## config.mk

```make
export PLATFORM = sky130hd
export DESIGN_NAME = sync_decoder
export DESIGN_NICKNAME = d
export VERILOG_FILES = /design/src/rtl/sync_pkg.sv /design/src/rtl/sync_edge_detect.sv /design/src/rtl/sync_decoder.sv
export SDC_FILE = /design/constraint.sdc
export NUM_CORES = 1
export LEC_CHECK = 0
export BUFFER_PORTS_ARGS = -buffer_cell sky130_fd_sc_hd__buf_2
export CORE_ASPECT_RATIO = 0.75
export CORE_MARGIN = 2
export CORE_UTILIZATION = 59
export CTS_CLUSTER_DIAMETER = 200
export DETAILED_ROUTE_END_ITERATION = 8
export GPL_TIMING_DRIVEN = 0
export PLACE_DENSITY = 0.85
export SYNTH_ARGS = -nofsm -noshare
export SYNTH_HDL_FRONTEND = slang
export SYNTH_SLANG_ARGS = --single-unit
```

## constraint.sdc

```tcl
create_clock -name px_clk -period 4.3 [get_ports px_clk]
set_clock_uncertainty 0.15 [all_clocks]
set_input_delay 0.215 -clock px_clk [delete_from_list [all_inputs] [get_ports px_clk]]
set_output_delay 0.215 -clock px_clk [all_outputs]
set_load 0.01 [all_outputs]
```

## src/rtl/sync_pkg.sv

```systemverilog
// Shared VGA timing definitions: tracker states, counter width and the
// 640x480@60 nominal timing used by both sync_generator and sync_decoder.
package sync_pkg;

    typedef enum logic [1:0] {
        SEARCH = 2'd0,
        TRACK  = 2'd1,
        LOCKED = 2'd2
    } sync_state_t;

    localparam int CW_DEFAULT  = 11;
    localparam int SAT_DEFAULT = (1 << CW_DEFAULT) - 1;

    localparam int H_TOTAL = 800;
    localparam int V_TOTAL = 525;
    localparam int H_PULSE = 96;
    localparam int V_PULSE = 2;

endpackage

```

## src/rtl/sync_edge_detect.sv

```systemverilog
// Two-flop synchronizer plus history flop for one sync input; reports the
// synced active level and single-cycle leading/trailing edge strobes.
module sync_edge_detect #(
    parameter logic ACTIVE_LEVEL = 1'b0
) (
    input  logic clk,
    input  logic clr_n,
    input  logic sync_raw,
    output logic active,
    output logic lead,
    output logic trail
);

    logic meta;
    logic synced;
    logic hist;

    always_ff @(posedge clk or negedge clr_n) begin
        if (!clr_n) begin
            meta   <= ~ACTIVE_LEVEL;
            synced <= ~ACTIVE_LEVEL;
            hist   <= ~ACTIVE_LEVEL;
        end else begin
            meta   <= sync_raw;
            synced <= meta;
            hist   <= synced;
        end
    end

    assign active = (synced == ACTIVE_LEVEL);
    assign lead   = active && (hist != ACTIVE_LEVEL);
    assign trail  = !active && (hist == ACTIVE_LEVEL);

endmodule

```

## src/rtl/sync_decoder.sv

```systemverilog
// VGA sync receiver: regenerates hc/vc from incoming syncs, measures line,
// frame and pulse timing, and tracks lock against a learned reference.
module sync_decoder
    import sync_pkg::*;
#(
    parameter logic HSYNC_ON    = 1'b0,
    parameter logic VSYNC_ON    = 1'b0,
    parameter int   CW          = CW_DEFAULT,
    parameter int   LOCK_FRAMES = 2
) (
    input  logic          px_clk,
    input  logic          clr_n,
    input  logic          hsync_in,
    input  logic          vsync_in,
    output logic [CW-1:0] hc,
    output logic [CW-1:0] vc,
    output logic [CW-1:0] line_len,
    output logic [CW-1:0] frame_lines,
    output logic [CW-1:0] hpulse_len,
    output logic [CW-1:0] vpulse_lines,
    output logic          locked,
    output logic          timing_err
);

    localparam logic [CW-1:0] SAT    = '1;
    localparam logic [CW-1:0] LOCK_N = CW'(LOCK_FRAMES);

    logic h_act, h_lead, h_trail;
    logic v_act, v_lead, v_trail;

    sync_edge_detect #(.ACTIVE_LEVEL(HSYNC_ON)) u_hsync (
        .clk(px_clk), .clr_n(clr_n), .sync_raw(hsync_in),
        .active(h_act), .lead(h_lead), .trail(h_trail)
    );

    sync_edge_detect #(.ACTIVE_LEVEL(VSYNC_ON)) u_vsync (
        .clk(px_clk), .clr_n(clr_n), .sync_raw(vsync_in),
        .active(v_act), .lead(v_lead), .trail(v_trail)
    );

    sync_state_t   state, state_next;
    logic [CW-1:0] hpulse_cnt, vpulse_cnt, good, good_next, good_inc;
    logic [CW-1:0] meas_line, meas_frame;
    logic          vpend, frame_bad;
    logic          frame_start, sat_evt, learn_line, line_bad, frame_ok;
    logic          err_next, set_lock, clr_lock, track_enter, lose_lock;

    // A vlead coinciding with an hlead starts the frame on that same hlead.
    assign frame_start = h_lead && (vpend || v_lead);
    assign meas_line   = (hc == SAT) ? SAT : hc + 1'b1;
    assign meas_frame  = (vc == SAT) ? SAT : vc + 1'b1;
    assign sat_evt     = (!h_lead && hc == SAT - 1'b1) ||
                         (h_lead && !frame_start && vc == SAT - 1'b1);
    assign learn_line  = (state == TRACK) && h_lead && !frame_start &&
                         (vc == '0) && (line_len == '0);
    assign line_bad    = h_lead && !frame_start && (line_len != '0) &&
                         (meas_line != line_len);
    assign frame_ok    = !frame_bad && (meas_frame == frame_lines);
    assign good_inc    = good + 1'b1;

    always_ff @(posedge px_clk or negedge clr_n) begin
        if (!clr_n) state <= SEARCH;
        else        state <= state_next;
    end

    always_comb begin
        state_next  = state;
        err_next    = 1'b0;
        set_lock    = 1'b0;
        clr_lock    = 1'b0;
        track_enter = 1'b0;
        lose_lock   = 1'b0;
        good_next   = good;
        if (sat_evt) begin
            state_next = SEARCH;
            err_next   = (state != SEARCH);
            clr_lock   = 1'b1;
            good_next  = '0;
        end else begin
            case (state)
                SEARCH: if (frame_start) begin
                    state_next  = TRACK;
                    track_enter = 1'b1;
                    good_next   = '0;
                end
                TRACK: if (frame_start) begin
                    good_next = frame_ok ? good_inc : '0;
                    if (frame_ok && good_inc >= LOCK_N) begin
                        state_next = LOCKED;
                        set_lock   = 1'b1;
                    end
                end
                LOCKED: if (line_bad || (frame_start && !frame_ok)) begin
                    state_next = TRACK;
                    err_next   = 1'b1;
                    clr_lock   = 1'b1;
                    lose_lock  = 1'b1;
                    good_next  = '0;
                end
                default: state_next = SEARCH;
            endcase
        end
    end

    always_ff @(posedge px_clk or negedge clr_n) begin
        if (!clr_n) begin
            hc           <= '0;
            vc           <= '0;
            line_len     <= '0;
            frame_lines  <= '0;
            hpulse_len   <= '0;
            vpulse_lines <= '0;
            locked       <= 1'b0;
            timing_err   <= 1'b0;
            hpulse_cnt   <= '0;
            vpulse_cnt   <= '0;
            good         <= '0;
            vpend        <= 1'b0;
            frame_bad    <= 1'b0;
        end else begin
            timing_err <= err_next;
            good       <= good_next;
            if (set_lock)      locked <= 1'b1;
            else if (clr_lock) locked <= 1'b0;

            if (h_lead)         hc <= '0;
            else if (hc != SAT) hc <= hc + 1'b1;

            if (frame_start) begin
                vc    <= '0;
                vpend <= 1'b0;
            end else begin
                if (v_lead)                vpend <= 1'b1;
                if (h_lead && (vc != SAT)) vc    <= vc + 1'b1;
            end

            if (!h_act)                 hpulse_cnt <= '0;
            else if (hpulse_cnt != SAT) hpulse_cnt <= hpulse_cnt + 1'b1;
            if (h_trail) hpulse_len <= hpulse_cnt;

            if (!v_act)                            vpulse_cnt <= '0;
            else if (h_lead && (vpulse_cnt != SAT)) vpulse_cnt <= vpulse_cnt + 1'b1;
            if (v_trail) vpulse_lines <= vpulse_cnt;

            // Line reference is re-learned from the first complete line of a frame.
            if (track_enter || lose_lock) line_len <= '0;
            else if (learn_line)          line_len <= meas_line;

            if (track_enter || (frame_start && state != SEARCH)) frame_bad <= 1'b0;
            else if (line_bad)                                   frame_bad <= 1'b1;

            if (frame_start && state != SEARCH) frame_lines <= meas_frame;
        end
    end

endmodule

```

After elaboration in Yosys (flattened, before gate mapping)

Index checks and enable logic that the tools add are counted.

Flip-flop bits (word level): 111
Input bits: 4
Output and inout port bits: 68
Logic and storage cells: 133

$add $sub $neg: 5
$lt $le $gt $ge: 1
Equality and inequality tests: 16
Mux-type cells: 42
Bitwise operators: 4
Reduce and logical (&&, ||, !) cells: 45

Operator list:

| operator                | number |
|---|---|
| $mux W11                | 17 |
| $add A11 B1 Y11 const B | 5 |
| $eq A11 B11 Y1 const B  | 4 |
| $ne A11 B11 Y1 const B  | 4 |
| $pmux W11 S3            | 1 |
| $logic_not A11 Y1       | 2 |
| $logic_and A1 B1 Y1     | 20 |
| $mux W1                 | 18 |
| $reduce_bool A2 Y1      | 9 |
| $eq A11 B11 Y1          | 1 |
| $ge A11 B2 Y1 const B   | 1 |
| $ne A11 B11 Y1          | 1 |
| $reduce_bool A11 Y1     | 1 |
| $mux W2                 | 5 |
| $ne A3 B3 Y1 const B    | 3 |
| $reduce_and A4 Y1       | 2 |
| $pmux W2 S3             | 1 |
| $logic_or A1 B1 Y1      | 5 |
| $logic_not A1 Y1        | 4 |
| $not A1 Y1              | 4 |
| $reduce_bool A4 Y1      | 1 |
| $ne A3 B2 Y1 const B    | 1 |
| $eq A2 B1 Y1 const B    | 1 |
| $eq A2 B2 Y1 const B    | 1 |
| $logic_not A2 Y1        | 1 |

Depth between registers and ports, before layout

Gate-level depths: netlist of the first run.

Depth in word-level cells: 14
Mapped depth: 11
Depth with buffers taken out: 9

Hierarchy

Synthesis of the first run repeated with hierarchy kept, for this count alone.

Cell total of the unflattened synthesis: 629
Area total of the unflattened synthesis: 6,088.3 um^2

Modules (own cells, without submodules):

| module           | instances | cells an instance | area each (um^2) |
|---|---|---|---|
| sync_decoder     | 1         | 617               | 5,893.2 |
| sync_edge_detect | 2         | 6                 | 97.6 |

Worst setup path before layout of the first run

No wires, ideal clock.

Path type: register -> register
From: register hc[0]
To: register good[5]
Setup time: 0.080 ns
Arrival: 2.857 ns
Required time: 4.070 ns
Setup slack: 1.212 ns
Stages on the path, launching flop included: 11
Cells stage by stage: dfrtp_1 -> ha_1 -> nand3_1 -> o31ai_1 -> xor2_1 -> or4_1 -> or4_4 -> a21oi_2 -> a31oi_1 -> buf_6 -> o211ai_2

Cells in the longest elaborated chain, start to end: 7
Elaborated cells on any way between the ends: 15

Ends and longest elaborated chain:

| element                                           | RTL line            | text |
|---|---|---|
| start: declaration                                | sync_decoder.sv:15  | `output logic [CW-1:0] hc,` |
| start signal: assignment                          | sync_decoder.sv:127 | `else if (hc != SAT) hc <= hc + 1'b1;` |
| $add A11 B1 Y11 or $eq A11 B11 Y1 (tied branches) | sync_decoder.sv:50  | `assign meas_line = (hc == SAT) ? SAT : hc + 1'b1;` |
| $mux W11                                          | sync_decoder.sv:50  |  |
| $ne A11 B11 Y1                                    | sync_decoder.sv:57  | `(meas_line != line_len);` |
| $logic_and A1 B1 Y1                               | sync_decoder.sv:56  | `assign line_bad = h_lead && !frame_start && (line_len != '0) &&` |
| $logic_or A1 B1 Y1                                | sync_decoder.sv:93  | `LOCKED: if (line_bad \|\| (frame_start && !frame_ok)) begin` |
| $ne A3 B3 Y1 (no line)                            | --                  |  |
| $reduce_and A4 Y1 (no line)                       | --                  |  |
| end signal: assignment                            | sync_decoder.sv:122 | `good <= good_next;` |
| end: declaration                                  | sync_decoder.sv:42  | `logic [CW-1:0] hpulse_cnt, vpulse_cnt, good, good_next, good_inc;` |

Parallel ways exist; a longest one is shown, timed or not.
A chain may end at the register's enable or synchronous reset.

Worst setup path after layout of the first run

From: register vc[0]
To: register good[6]

Cells in the longest elaborated chain, start to end: 9
Elaborated cells on any way between the ends: 20

Ends and longest elaborated chain:

| element                                           | RTL line            | text |
|---|---|---|
| start: declaration                                | sync_decoder.sv:16  | `output logic [CW-1:0] vc,` |
| start signal: assignment                          | sync_decoder.sv:134 | `if (h_lead && (vc != SAT)) vc <= vc + 1'b1;` |
| $add A11 B1 Y11 or $eq A11 B11 Y1 (tied branches) | sync_decoder.sv:51  | `assign meas_frame = (vc == SAT) ? SAT : vc + 1'b1;` |
| $mux W11                                          | sync_decoder.sv:51  |  |
| $eq A11 B11 Y1                                    | sync_decoder.sv:58  | `assign frame_ok = !frame_bad && (meas_frame == frame_lines);` |
| $logic_and A1 B1 Y1                               | sync_decoder.sv:58  |  |
| $logic_not A1 Y1                                  | sync_decoder.sv:93  |  |
| $logic_and A1 B1 Y1                               | sync_decoder.sv:93  |  |
| $logic_or A1 B1 Y1                                | sync_decoder.sv:93  |  |
| $ne A3 B3 Y1 (no line)                            | --                  |  |
| $reduce_and A4 Y1 (no line)                       | --                  |  |

Parallel ways exist; a longest one is shown, timed or not. The select of a mux whose other input is x is not followed.

==> results by group, run 1 <==
Status
  – Outcome: finished clean

Worst setup path
  – Worst Setup End Kind: flip-flop
  – Top cell by count, worst path: clkbuf_1
  – Setup CP Type: reg -> reg
  – Max stage delay on crit path: 0.52 ns
  – CP Max Fanout: 10
  – FF-to-FF setup slack: 0.49 ns
  – Worst EP arrival: 3.93 ns
  – Req. time, crit path: 4.42 ns
  – Worst path cell trace: ha_1 -> nand3_1 -> nor3_2 -> clkbuf_1 -> a32o_1 -> nand4_1 -> nor3_1 -> clkbuf_1 -> nand3b_1 -> o211ai_2
  – CP startpoint kind: flip-flop
  – Worst path slowest cell: dfrtp_1

Pwr
  – Worst VDD drop: 267.8 µV
  – Leakage: 3.295 nW
  – PD cells: 364.7 mW/mm²

CTS
  – H-tree levels: 3
  – Post-CTS sizing: 0
  – Root Buffer: clkbuf_16
  – Clk Latency, worst-skew pair: 0.36 ns
  – CTS Sinks: 111
  – Clk slew on worst S/H paths: 0.07 ns
  – CTS Buffer Depth: 2
  – CTS tree: done
  – TritonCTS buffer count: 9

Placement
  – Final Wtd Congestion: 0.9389
  – Placed cell area: 0.006643 mm²
  – Dpl cells: 852
  – Port buffer count: 71
  – Setup WS pre-CTS: 0.6180 ns
  – DPL Wire Length: 11130 µm

Synthesis
  – Fraction of registers with async set/reset: 100.0%
  – Leading area contributor after synthesis: dfrtp_1
  – EDFF count, synth: 0
  – Synth Area per Inst: 9.452 µm²
  – Synthesized net count: 657
  – YS warnings: 0
  – Ys flop type: dfrtp_1
  – Top cells by area in the synthesized netlist: dfrtp_1 43%, mux2_2 4.3%, nor2_1 3.6%, a21oi_1 3.2%, nand3_1 3.2%
  – Unique cell type count in the Yosys netlist: 70
  – Syn Inst Count: 644
  – Post-Synthesis Cell Area: 0.006087 mm²
  – Number of synthesized register bits: 111
  – Top cell type's share of synthesized area: 43.17%
  – Seq/Total Area, Yosys: 45.76%

Timing
  – Fin. max-slew vios: 0
  – Final Hold Viols: 0
  – RSZ-0062 raised after global routing: no
  – Fin crit share: 88.49%
  – Finish-stage setup viols: 0
  – Minimum clock period: 3.805 ns
  – Slew @ Worst Pin: 1.274 ns
  – Achievable clock frequency: 262.8 MHz
  – Setup TNS: 0 ns
  – Rel. slew slack: 14.15%
  – PnR worst setup slack: 0.4948 ns

Layout
  – Nets@finish: 743
  – Synthesis-to-finish area growth: 14.24%
  – Design area: 0.006954 mm²
  – Register area: 0.002785 mm²
  – Most common cell after layout, fill and taps aside: dfrtp_1
  – Multi-input gate area: 0.003045 mm²
  – ANT cells: 0
  – Share of cells above drive strength 1: 20.82%
  – # fillers: 834
  – Final Non-Filler Cells: 871
  – Most frequent cells in the layout: 105 x dfrtp_1, 74 x buf_2, 59 x nor2_1

Global routing
  – Gr usage total: 29.55%
  – Vias in the first global route: 5343
  – First-pass GRT wire length: 26380 µm
  – Grt total ovfl: 0
  – Antenna violations before repair: 0
  – Pin count of the biggest net entering global routing: 76

Floorplanning
  – Full die area: 0.01115 mm²
  – Starting Density: 59.85%
  – Die W: 121.3 µm
  – Top Ports: 72
  – Core Area: 0.01017 mm²
  – Site Rows: 32
  – Die span in y: 91.97 µm

Route
  – Post-route DRC: 0
  – Via count: 5465
  – Vias per cell: 6.274
  – Drt pass-1 iters: 5
  – Routed len/inst: 18.03 µm
  – Routed WL: 15710 µm
  – DRT antenna net count: 0
  – Iter 0 DRT Violations: 494

Job
  – Max_cap viols: 0

Worst hold path
  – Hold crit path type: in -> async
==> flip-flops by register name, indices dropped and copies added (netlist names), 11 cells and up <==
name          cells
hpulse_cnt       11
hc               11
hpulse_len       11
vc               11
vpulse_lines     11
vpulse_cnt       11
frame_lines      11
line_len         11
good             11
==> synthesized netlist by cell type (all sizes together), types with 7 or more instances <==
master,number
nor4,7
nand2b,7
and3,10
ha,9
inv,26
a31oi,11
o211ai,13
nor2,59
buf,9
clkbuf,24
nor3,18
mux2,23
a21oi,50
nor2b,7
nand2,48
nand4,21
o21ai,41
dfrtp,105
xnor2,8
xor2,21
nand3,40
==> timing repair <==
action,in CTS,in global routing
hold buffers,3,0
setup buffers,0,0
endpoints found under the hold margin,34,0
==> metal layers <==
layer | GRT usage (%) | vias up | share of wire [%]
met1 | 42.76 | 2685 | 44
met5 | 0 | - | 0
met4 | 6.322 | 0 | 1.0
li1 | - | 2497 | -
met3 | 6.779 | 22 | 8.5
met2 | 45.88 | 261 | 46
==> critical path: cells and delay by family (launching register included) <==
kind,cells,cell delay (ns)
flip-flops,1,0.52
buffers and inverters,2,0.83
AND/OR/NAND/NOR,5,1.52
AO/OA/AOI/OAI,2,0.36
adder cells (fa/ha/maj),1,0.34
==> kinds of logic after synthesis <==
family	after synthesis	synth area share, %
compound gates	163	18.27
xor+xnor	30	4.563
fa+ha+maj	9	1.850
buf+inv	59	4.214
flops	111	45.76
mux	26	4.748
simple gates	246	20.60
==> stage by stage <==
step	power (mW)	hold WS [ns]	utilization (%)
after floorplan	1.538	-0.2306	-
after global placement	1.712	0.1707	65.02
after detailed placement	1.735	0.05812	65.32
after CTS	2.538	0.2152	68.38
after global routing	2.652	0.2178	68.38
final	2.536	0.2104	68.38
==> final timing paths <==
check / end / cells after the start / startpoint
max: good[6] / 10 / vc[0]
min: hpulse_len[1] / 2 / clr_n
max reg2reg: good[6] / 10 / vc[0]
min reg2reg: u_hsync.synced / 0 / u_hsync.meta
max in group asynchronous: u_vsync.hist / 3 / clr_n
min in group px_clk: u_hsync.synced / 0 / u_hsync.meta
==> power breakdown <==
group / internal, mW / total (mW) / switching, mW
registers: 1.12 / 1.22 / 0.104
logic: 0.208 / 0.504 / 0.296
clock network: 0.416 / 0.810 / 0.394
==> layout make-up <==
type | count | share of cell area, %
multi-input combinational | 474 | 43.79
sequential | 111 | 40.05
timing repair buffer | 75 | 5.973
clock buffer | 11 | 3.490
tap | 136 | 2.447
buffer | 33 | 2.285
inverter | 26 | 1.403
clock inverter | 5 | 0.5578
No activity file was read; power rests on OpenSTA's default activity.
==> inputs of run 2 (changes only) <==
- CELL_PAD_IN_SITES_DETAIL_PLACEMENT: default -> 2
- CELL_PAD_IN_SITES_GLOBAL_PLACEMENT: default -> 2
- CORE_UTILIZATION: 59 -> 37
- PLACE_DENSITY: 0.85 -> 0.84
- clock period: 4.3 -> 3.6 ns (I/O delays scaled with it)
==> run 2 against run 1 <==
Die area is 57% higher. Flip-flop and latch count stayed put. Maximum frequency is 11% higher. Power is 26% higher. Sequential power is 20% higher. Clock-buffer cell count is 1 lower. Register-to-register slack worse by 0.31 ns.
==> results by group, run 2 (synthesis results as in run 1) <==
Status
  – Outcome: finished clean

Route
  – Routed metal-1 wire length: 9550 µm
  – Drt pass-1 iters: 4
  – Met2 WL post-DR: 9845 µm
  – Routed WL: 20320 µm
  – Max layer used: met4
  – Via count: 5479
  – Routed len/inst: 21.36 µm
  – Post-route DRC: 0
  – Vias per cell: 5.761
  – DRT antenna net count: 0
  – Met3 WL: 738 µm
  – Iter 0 DRT Violations: 322

Floorplanning
  – Die W: 152.1 µm
  – Site Rows: 40
  – Starting Density: 37.89%
  – Full die area: 0.01750 mm²
  – Die span in y: 115.1 µm
  – Top Ports: 72
  – Core Area: 0.01607 mm²

Timing
  – Finish-stage setup viols: 0
  – Achievable clock frequency: 292.4 MHz
  – Final Hold Viols: 0
  – Fin. max-slew vios: 0
  – WHS: 0.2064 ns
  – Slew @ Worst Pin: 0.8708 ns
  – Rel. slew slack: 41.56%
  – Setup TNS: 0 ns
  – Minimum clock period: 3.420 ns
  – Fin crit share: 94.99%

Worst setup path
  – CP Max Fanout: 10
  – Max stage delay on crit path: 0.58 ns
  – Worst path slowest cell: or4_4
  – Worst Setup End Kind: flip-flop
  – Worst path cell trace: buf_4 -> nand4_1 -> buf_4 -> o31ai_4 -> xor2_1 -> or4_1 -> or4_4 -> nand2_2 -> a41oi_4 -> buf_6 -> a21oi_2
  – Worst EP arrival: 3.56 ns
  – CP startpoint kind: flip-flop
  – Req. time, crit path: 3.74 ns
  – FF-to-FF setup slack: 0.18 ns
  – Top cell by count, worst path: buf_4
  – Setup CP Type: reg -> reg

Job
  – Max_cap viols: 0

CTS
  – TritonCTS buffer count: 9
  – Root Buffer: clkbuf_16
  – CTS Buffer Depth: 2
  – H-tree levels: 3
  – Clk slew on worst S/H paths: 0.08 ns
  – CTS tree: done
  – CTS Sinks: 111
  – Clk Latency, worst-skew pair: 0.36 ns

Layout
  – Most frequent cells in the layout: 101 x dfrtp_1, 73 x buf_2, 58 x nor2_1
  – Nets@finish: 749
  – Share of cells above drive strength 1: 24.02%
  – # fillers: 1760
  – Synthesis-to-finish area growth: 18.97%
  – ANT cells: 0
  – Most common cell after layout, fill and taps aside: dfrtp_1
  – Design area: 0.007242 mm²

Worst hold path
  – Hold crit path type: in -> async

Pwr
  – Leakage: 3.364 nW
  – Design Power: 3.202 mW
  – Worst VDD drop: 196.2 µV
  – PD cells: 442.1 mW/mm²

Global routing
  – First-pass GRT wire length: 32730 µm
  – Pin count of the biggest net entering global routing: 58
  – Vias in the first global route: 5918
  – Antenna violations before repair: 0
  – Gr usage total: 23.25%
  – Grt total ovfl: 0

Placement
  – Port buffer count: 71
  – Placed cell area: 0.006739 mm²
  – DPL Wire Length: 14380 µm
  – Final Wtd Congestion: 0.9203
## run 2: worst paths after layout
path / endpoint / from / cells past startpoint
max: line_len[3] / hc[8] / 11
min: hc[3] / clr_n / 2
max reg2reg: line_len[3] / hc[8] / 11
min reg2reg: u_vsync.synced / u_vsync.meta / 0
max in group asynchronous: u_vsync.hist / clr_n / 3
min in group px_clk: u_vsync.synced / u_vsync.meta / 0
## run 2: repair_timing
item | CTS | global route
endpoints found under the hold margin | 53 | 0
hold buffers | 3 | 0
gates resized for setup | 13 | 19
endpoints found under the setup margin | 26 | 26
gates cloned | 0 | 1
pin swaps | 1 | 3
setup buffers | 0 | 6
## run 2: area by class of cell
class / count / area, µm² / area share [%]
clock buffers: 10 / 229.0 / 3.162
multi-input cells: 474 / 3147 / 43.45
clock inverters: 6 / 78.83 / 1.088
flip-flops and latches: 111 / 2790 / 38.53
repair buffers: 82 / 475.5 / 6.565
plain buffers: 32 / 161.4 / 2.229
well taps: 210 / 262.8 / 3.628
inverters: 26 / 97.59 / 1.348
## run 2: where the power goes
| group | internal, mW | total [mW] | switching, mW | leakage (nW) |
|---|---|---|---|---|
| sequential | 1.34 | 1.47 | 0.133 | 1.49 |
| combinational | 0.267 | 0.668 | 0.401 | 1.73 |
| clock | 0.559 | 1.06 | 0.506 | 0.152 |
| total | 2.16 | 3.20 | 1.04 | 3.36 |
## run 2: per-layer routing
metal	vias to the layer above	global-route usage, %
met2	116	39.40
met4	0	4.361
met1	2821	31.95
met5	-	0
li1	2528	-
met3	14	4.033
## run 2: per-stage QoR
| step | setup slack [ns] | instances | util, % |
|---|---|---|---|
| 2_1_floorplan | 0.5123 | 644 | - |
| 3_3_place_gp | -0.2094 | 925 | 41.74 |
| 3_5_place_dp | -0.2871 | 926 | 41.95 |
| 4_1_cts | 0.01482 | 945 | 44.45 |
| 5_1_grt | -0.1128 | 951 | 45.08 |
| 6_report | 0.1804 | 951 | 45.08 |
## run 2: critical path, delay by kind of cell, from the launching register on
kind | cells | cell delay, ns
AOI/OAI and AO/OA | 3 | 0.63
xor gates and xnor gates | 1 | 0.11
buffers and inverters | 3 | 0.64
DFF | 1 | 0.38
and+or+nand+nor | 4 | 1.43
==> inputs of run 3 (changes only) <==
==> constraint.sdc (replaced) <==
create_clock -name px_clk -period 3.6 [get_ports px_clk]
set_clock_uncertainty 0.15 [all_clocks]
set_input_delay 1.08 -clock px_clk [delete_from_list [all_inputs] [get_ports px_clk]]
set_output_delay 1.08 -clock px_clk [all_outputs]
set_load 0.01 [all_outputs]
==> run 3 against run 2 <==
Die area unchanged. Flip-flop and latch count unchanged. Largest cell class unchanged. Largest power group unchanged. Register-to-register slack about the same. Maximum frequency decreased by 0.35%. Global-route usage about the same. Worst setup slack got worse by 0.012 ns. Routed wire length decreased by 0.25%. First-iteration DRC count decreased by 18%. Power about the same.
==> results by group, run 3 (synthesis results as in run 1) <==
Layout
  – Nets@finish: 746
  – Most common cell after layout, fill and taps aside: dfrtp_1
  – Share of cells above drive strength 1: 24.12%
  – Finished Core Util: 44.89%
  – Synthesis-to-finish area growth: 18.48%
  – # fillers: 1762
  – ANT cells: 0
  – Final Non-Filler Cells: 948
  – Most frequent cells in the layout: 101 x dfrtp_1, 73 x buf_2, 58 x nor2_1

Timing
  – Final Hold Viols: 0
  – Slew @ Worst Pin: 0.8655 ns
  – Fin. max-slew vios: 0
  – Fin crit share: 95.32%
  – Achievable clock frequency: 291.4 MHz
  – Minimum clock period: 3.431 ns
  – Setup TNS: 0 ns
  – Rel. slew slack: 41.92%
  – Finish-stage setup viols: 0

Route
  – Vias per cell: 5.712
  – Via count: 5415
  – Iter 0 DRT Violations: 264
  – Drt pass-1 iters: 4
  – Routed len/inst: 21.38 µm
  – Post-route DRC: 0
  – DRT antenna net count: 0
  – Routed WL: 20270 µm

Worst setup path
  – Worst path cell trace: buf_4 -> nand4_1 -> buf_4 -> o31ai_4 -> xor2_1 -> or4_1 -> or4_4 -> a21oi_2 -> a31oi_1 -> buf_6 -> o211ai_2
  – Setup CP Type: reg -> reg
  – FF-to-FF setup slack: 0.17 ns
  – CP startpoint kind: flip-flop
  – Worst Setup End Kind: flip-flop
  – Req. time, crit path: 3.73 ns
  – Worst path slowest cell: or4_4
  – R2R cell count: 11
  – FF-to-FF Start: hc[8]
  – Worst EP arrival: 3.57 ns
  – Top cell by count, worst path: buf_4
  – CP Max Fanout: 10
  – Max stage delay on crit path: 0.58 ns
  – RR Endpoint: good[3]

Floorplanning
  – Core Area: 0.01607 mm²
  – Site Rows: 40
  – Top Ports: 72
  – Die span in y: 115.1 µm
  – Full die area: 0.01750 mm²
  – Die W: 152.1 µm
  – Starting Density: 37.89%

Pwr
  – Clk pwr share: 33.3%
  – Worst VDD drop: 196.3 µV
  – Leakage: 3.352 nW
  – Design Power: 3.202 mW
  – Switch share: 32.55%
  – Switch Pwr: 1.042 mW
  – PD cells: 444.0 mW/mm²
  – Internal: 2.160 mW
  – Comb power frac: 20.8%
  – Seq pwr share: 45.9%

CTS
  – Root Buffer: clkbuf_16
  – CTS Sinks: 111
  – Hold-fix buffers at CTS: 0
  – CTS tree: done
  – TritonCTS buffer count: 9
  – Clk Latency, worst-skew pair: 0.36 ns
  – H-tree levels: 3
  – CTS Buffer Depth: 2
  – Clk slew on worst S/H paths: 0.08 ns

Global routing
  – Grt total ovfl: 0
  – Pin count of the biggest net entering global routing: 58
  – Antenna violations before repair: 0
  – First-pass GRT wire length: 32690 µm
  – Gr usage total: 23.24%
  – Vias in the first global route: 5913

Job
  – Max_cap viols: 0

Worst hold path
  – Hold Crit Depth: 0
  – Hold EP: u_vsync.synced
  – Hold_sp: u_vsync.meta
  – Hold crit path type: reg -> reg

Placement
  – DPL Wire Length: 14380 µm
  – Dpl cells: 926
  – Final Wtd Congestion: 0.9203
  – Port buffer count: 71

Status
  – Outcome: finished clean
[run 3: cell count changes in the layout (fill, tap and decap cells not counted), sizes merged]
cell / before / now
dlygate4sd3: 3 / 0
[run 3: stage by stage]
| step | hold WS (ns) | cell area (µm²) | setup slack (ns) |
|---|---|---|---|
| 2_1_floorplan | 0.1952 | 6087 | 0.5123 |
| 3_3_place_gp | 0.1966 | 6705 | -0.2094 |
| 3_5_place_dp | 0.2012 | 6739 | -0.2871 |
| 4_1_cts | 0.2135 | 7111 | 0.01482 |
| 5_1_grt | 0.2162 | 7212 | -0.1128 |
| 6_report | 0.2101 | 7212 | 0.1686 |
[run 3: final cells by class]
type                    instances  area, µm²  share of cell area [%]
repair buffers                 79      445.4                   6.176
well taps                     210      262.8                   3.643
multi-input cells             474       3147                   43.63
clock inverters                 6      78.83                   1.093
clock buffers                  10      229.0                   3.175
flip-flops and latches        111       2790                   38.69
inverters                      26      97.59                   1.353
plain buffers                  32      161.4                   2.238
[run 3: critical path, delay by kind of cell, from the launching register on]
family / cells / cell delay, ns
compound gates: 4 / 0.74
simple gates: 3 / 1.29
buf+inv: 3 / 0.68
xor+xnor: 1 / 0.11
flops: 1 / 0.38
[run 3: power by group through the flow]
stage	clock, mW	sequential (mW)	combinational, mW
2_1_floorplan	0	1.48	0.358
3_3_place_gp	0	1.47	0.599
3_5_place_dp	0	1.49	0.631
4_1_cts	1.10	1.47	0.651
5_1_grt	1.15	1.49	0.732
6_report	1.07	1.47	0.666
[run 3: repair_timing]
action	CTS	global route
setup buffers	0	6
setup endpoints to repair	26	26
resized for setup	13	19
gates cloned	0	1
pin swaps	1	3
[run 3: how the worst max path moves through the flow]
stage                              to  start  depth (start not counted)
final                         good[3]  hc[8]                         11
after global routing           locked  vc[2]                         11
after CTS                 line_len[3]  hc[0]                         11
after detailed placement      good[5]  vc[0]                         10
after global placement        good[3]  vc[0]                         10
after floorplan               good[5]  hc[0]                         10
[run 3: per-layer routing]
layer | share of wire [%] | track usage, % | wire (µm)
met5 | 0 | 0 | 0
met3 | 3.4 | 4.146 | 697
met4 | 0.92 | 4.361 | 187
met1 | 47 | 31.87 | 9503
met2 | 49 | 39.34 | 9878
